**config.mk**
```make
export PLATFORM = sky130hd
export DESIGN_NAME = logic_unit_pipe
export DESIGN_NICKNAME = d
export VERILOG_FILES = /design/src/rtl/logic_unit_pipe.sv
export SDC_FILE = /design/constraint.sdc
export NUM_CORES = 1
export LEC_CHECK = 0
export ABC_AREA = 1
export BUFFER_PORTS_ARGS = -buffer_cell sky130_fd_sc_hd__buf_2
export CAP_MARGIN = 20
export CORE_MARGIN = 2
export CORE_UTILIZATION = 45
export DETAILED_ROUTE_END_ITERATION = 10
export PLACE_DENSITY = 0.67
export RECOVER_POWER = 100
export SLEW_MARGIN = 20
export SYNTH_ARGS = -nofsm -noshare
export SYNTH_HDL_FRONTEND = slang
export SYNTH_SLANG_ARGS = --single-unit
```
**constraint.sdc**
```tcl
create_clock -name clk -period 1.6 [get_ports clk]
set_clock_uncertainty 0.1 [all_clocks]
set_input_delay 0 -clock clk [delete_from_list [all_inputs] [get_ports clk]]
set_output_delay 0 -clock clk [all_outputs]
set_load 0.03 [all_outputs]
```
**src/rtl/logic_unit_pipe.sv**
```systemverilog
// logic_unit_pipe: two-stage pipelined bitwise logic unit with a valid/ready
// stream interface, an internal accumulator for iterative reductions, and
// registered result flags (zero / all-ones / parity) aligned with y.
module logic_unit_pipe #(
  parameter int WIDTH = 4
) (
  input  logic             clk,
  input  logic             reset_n,
  input  logic             in_valid,
  output logic             in_ready,
  input  logic [WIDTH-1:0] a,
  input  logic [WIDTH-1:0] b,
  input  logic [2:0]       op,
  input  logic             acc_mode,
  input  logic             acc_clr,
  output logic             out_valid,
  input  logic             out_ready,
  output logic [WIDTH-1:0] y,
  output logic             zero,
  output logic             ones,
  output logic             parity
);

  typedef enum logic [2:0] {
    OP_AND  = 3'b000,
    OP_OR   = 3'b001,
    OP_XOR  = 3'b010,
    OP_NAND = 3'b011,
    OP_NOR  = 3'b100,
    OP_XNOR = 3'b101,
    OP_NOTA = 3'b110,
    OP_PASB = 3'b111
  } op_t;

  logic [WIDTH-1:0] acc;
  logic [WIDTH-1:0] s1_r;
  logic             s1_valid;
  logic [WIDTH-1:0] a_eff;
  logic [WIDTH-1:0] r;
  logic             s2_adv;
  logic             s1_adv;
  logic             accept;

  // Handshake: S2 drains when empty or consumed, S1 moves when S2 moves,
  // and a new beat is taken whenever S1 is empty or emptying this cycle.
  always_comb begin
    s2_adv   = !out_valid || out_ready;
    s1_adv   = s1_valid && s2_adv;
    in_ready = !s1_valid || s1_adv;
    accept   = in_valid && in_ready;
  end

  // Operand select and the eight logic operations; a clear coinciding with
  // an accumulate beat makes the beat see a zero accumulator.
  always_comb begin
    a_eff = a;
    if (acc_mode) begin
      a_eff = acc_clr ? '0 : acc;
    end
    r = '0;
    case (op_t'(op))
      OP_AND:  r = a_eff & b;
      OP_OR:   r = a_eff | b;
      OP_XOR:  r = a_eff ^ b;
      OP_NAND: r = ~(a_eff & b);
      OP_NOR:  r = ~(a_eff | b);
      OP_XNOR: r = ~(a_eff ^ b);
      OP_NOTA: r = ~a_eff;
      OP_PASB: r = b;
      default: r = '0;
    endcase
  end

  // Stage 1: capture the freshly computed result on accept, otherwise
  // empty out once the held result has moved into stage 2.
  always_ff @(posedge clk or negedge reset_n) begin
    if (!reset_n) begin
      s1_valid <= 1'b0;
      s1_r     <= '0;
    end else if (accept) begin
      s1_valid <= 1'b1;
      s1_r     <= r;
    end else if (s1_adv) begin
      s1_valid <= 1'b0;
    end
  end

  // Stage 2: output register plus flags, frozen while the consumer stalls.
  always_ff @(posedge clk or negedge reset_n) begin
    if (!reset_n) begin
      out_valid <= 1'b0;
      y         <= '0;
      zero      <= 1'b1;
      ones      <= 1'b0;
      parity    <= 1'b0;
    end else if (s2_adv) begin
      out_valid <= s1_valid;
      if (s1_valid) begin
        y      <= s1_r;
        zero   <= (s1_r == '0);
        ones   <= (s1_r == '1);
        parity <= ^s1_r;
      end
    end
  end

  // Accumulator is written in the same edge that loads stage 1, so
  // back-to-back accumulate beats always see the newest value.
  always_ff @(posedge clk or negedge reset_n) begin
    if (!reset_n) begin
      acc <= '0;
    end else if (accept && acc_mode) begin
      acc <= r;
    end else if (acc_clr) begin
      acc <= '0;
    end
  end

endmodule

```
==> metrics <==
run status finished with violations; failing checks DRC; Setup Slack @ Placement -47.3 ps; fill cell count roughly 280; combinational power share 0.413; WL/cell 12.6 µm; fraction of layout cells with a size suffix above 1 0.256; post-synthesis sequential element count 17; Sw Ratio 0.417; Final Slew Violations 0; GRT Residual Overflow 0; Yosys top cell area share 0.298; vias in the first global route 1306; Syn Std Cell Area between 1000 and 1500 µm²; HPWL after DPL between 2000 and 2500 µm; # H-tree levels 1; final setup fails 0; period utilization 0.988; CTS tree built; Area growth syn-to-layout 18.0%; io pins 26; first-pass GRT wire length 5380 µm; CP Max Fanout 2; clk root buf clkbuf_4; design area about 1600 µm²; total number of vias 1284; Slew headroom 0.397; sequential share of power 0.424; routed vias/inst around 5; height of the die about 60 µm; core area between 2000 and 3000 µm²; Lkg Pwr around 0.87 nW; Bufs on Longest Clock Path 2; Clock transition at path regs approximately 100 ps; die area ~3400 µm²; Syn Inst Count 188; Max-Cap Viols 0; RSZ-0062 raised after global routing yes; net count after synthesis about 220; area leader, netlist dfrtp_1; count leader, synth nand2_1; Clk pwr share 0.163; NetSw 574 µW; # DRC 2; Post-synth top cells nand2_1, inv_1, dfrtp_1, nand4_1; WP data required roughly 1700 ps; post-placement cell area approximately 1500 µm²; Synth area leaders dfrtp_1, nand2_1, ha_1; Crit path arrival time 1660 ps; syn avg cell area roughly 7.2 µm²; Post-synth ARST share 1.00; EDFF count, synth 0; 1st-iter DRT viols 51; Setup TNS 0 ps; final wirelength 3160 µm; kind of critical path flip-flop to flip-flop; Worst Tran Pin Value 904 ps; minimum clock period roughly 1600 ps; Internal Power 804 µW; Netlist cell types 18; TritonCTS buffer count 3; port bufs 25; register area share after synthesis 0.317; FMAX between 600 and 700 MHz; initial antenna violation count 0; gr usage total 0.200; antenna-violating nets left 0; n_diodes 0; clk_lat worst skew 290 ps; CP Launch Type flip-flop; largest net degree at the start of global routing 18; Crit. End Element flip-flop; final hold violations 0; Die W about 59 µm; post-layout net count ~250; hold crit path type primary input to flip-flop; setup ws final about 20 ps; Peak VDD IR 0.626 mV; Ys Warns 0; RePlAce Congestion 0.854; P per Cell Area about 870 nW/µm²; row count 19; Synth Flop Type dfrtp_1; Starting Density 0.479; drt pass-1 iters 7; clock sink count 17
[placed cells by master, fill, tap and decap left out]
master	Yosys	layout
buf_2	1	15
buf_4	0	5
clkbuf_1	0	10
clkbuf_4	0	3
clkinv_2	0	1
dfrtp_1	16	16
dfstp_2	1	1
dlygate4sd3_1	0	3
ha_1	12	8
ha_4	0	4
inv_1	29	21
inv_2	3	11
nand2_1	61	60
nand2_2	2	3
nand3_1	12	12
nand3_2	6	6
nand4_1	16	16
nor2_1	11	9
nor2_2	3	5
nor2_4	1	1
nor3_2	1	1
o21ai_0	7	7
xnor2_1	1	1
[sequential cells by signal, indices dropped and copies added (netlist names)]
name	flops
acc	4
ones	1
y	4
zero	1
s1_valid	1
s1_r	4
out_valid	1
parity	1
[repair_timing]
| item | in CTS | in global routing |
|---|---|---|
| endpoints found under the setup margin | 3 | 8 |
| pin swaps | 4 | 12 |
| setup buffers | 1 | 1 |
| hold buffers | 3 | 0 |
| gates resized for setup | 5 | 12 |
| hold endpoints to repair | 23 | 0 |
| gates cloned | 0 | 0 |
[path summary, 6_finish.rpt]
check                          from       end  slack (ps)  depth (start not counted)
setup / recovery             acc[1]    acc[1]          20                         11
hold / removal             in_valid  s1_valid          30                          3
setup reg to reg             acc[1]    acc[1]          20                         11
hold reg to reg              parity    parity         390                          2
max in group asynchronous   reset_n   s1_r[2]         600                          2
min in group asynchronous   reset_n  s1_valid         240                          2
[power by group through the flow]
stage | Clock, mW | Sequential, mW | Combinational [mW]
4_1_cts | 0.238 | 0.584 | 0.562
6_report | 0.225 | 0.585 | 0.569
5_1_grt | 0.256 | 0.598 | 0.638
3_5_place_dp | 0 | 0.592 | 0.544
3_3_place_gp | 0 | 0.584 | 0.531
2_1_floorplan | 0 | 0.703 | 0.276
[per-stage QoR]
| step | hold WS (ps) | power [mW] | utilization | cells |
|---|---|---|---|---|
| finish | 31.0 | 1.38 | 0.566 | 250 |
| global route | 26.9 | 1.49 | 0.566 | 250 |
| CTS | 2.07 | 1.38 | 0.555 | 249 |
| detailed placement | -163 | 1.14 | 0.524 | 241 |
| global placement | -169 | 1.12 | 0.524 | 241 |
| floorplan | -396 | 0.980 | - | 188 |
[layer usage]
metal | GRT usage | share of wire | vias up
li1 | - | - | 659
met1 | 0.251 | 0.44 | 580
met2 | 0.348 | 0.49 | 43
met3 | 0.0440 | 0.069 | 2
met4 | 0.0519 | 0.0038 | 0
met5 | 0 | 0 | -
[final cells by class]
type | count | area [µm²] | area share
multi-input combinational | 133 | 795 | 0.500
tap | 31 | 38.8 | 0.0244
timing repair buffer | 33 | 180 | 0.113
clock buffer | 3 | 22.5 | 0.0142
clock inverter | 1 | 5.00 | 0.00315
inverter | 32 | 120 | 0.0757
sequential | 17 | 427 | 0.269
[worst max-delay path, stage by stage (launching register included)]
cell and delay (ps):
dfrtp_1 370, nand3_2 90, nand2_2 110, inv_2 60, ha_4 270, inv_2 30
nand4_1 50, nand2_1 50, nor2_1 120, nand3_2 110, nand2_1 80, nand2_1 50
[logic make-up (layout without fill, tap and decap cells)]
family | count (synthesis) | count (layout) | share of synthesized area
AND/OR/NAND/NOR | 113 | 113 | 0.404
buffers and inverters | 38 | 69 | 0.135
flip-flops | 17 | 17 | 0.317
adder cells (fa/ha/maj) | 12 | 12 | 0.112
AO/OA/AOI/OAI | 7 | 7 | 0.0260
XOR/XNOR | 1 | 1 | 0.00651
(Power assumes the default switching activity.)
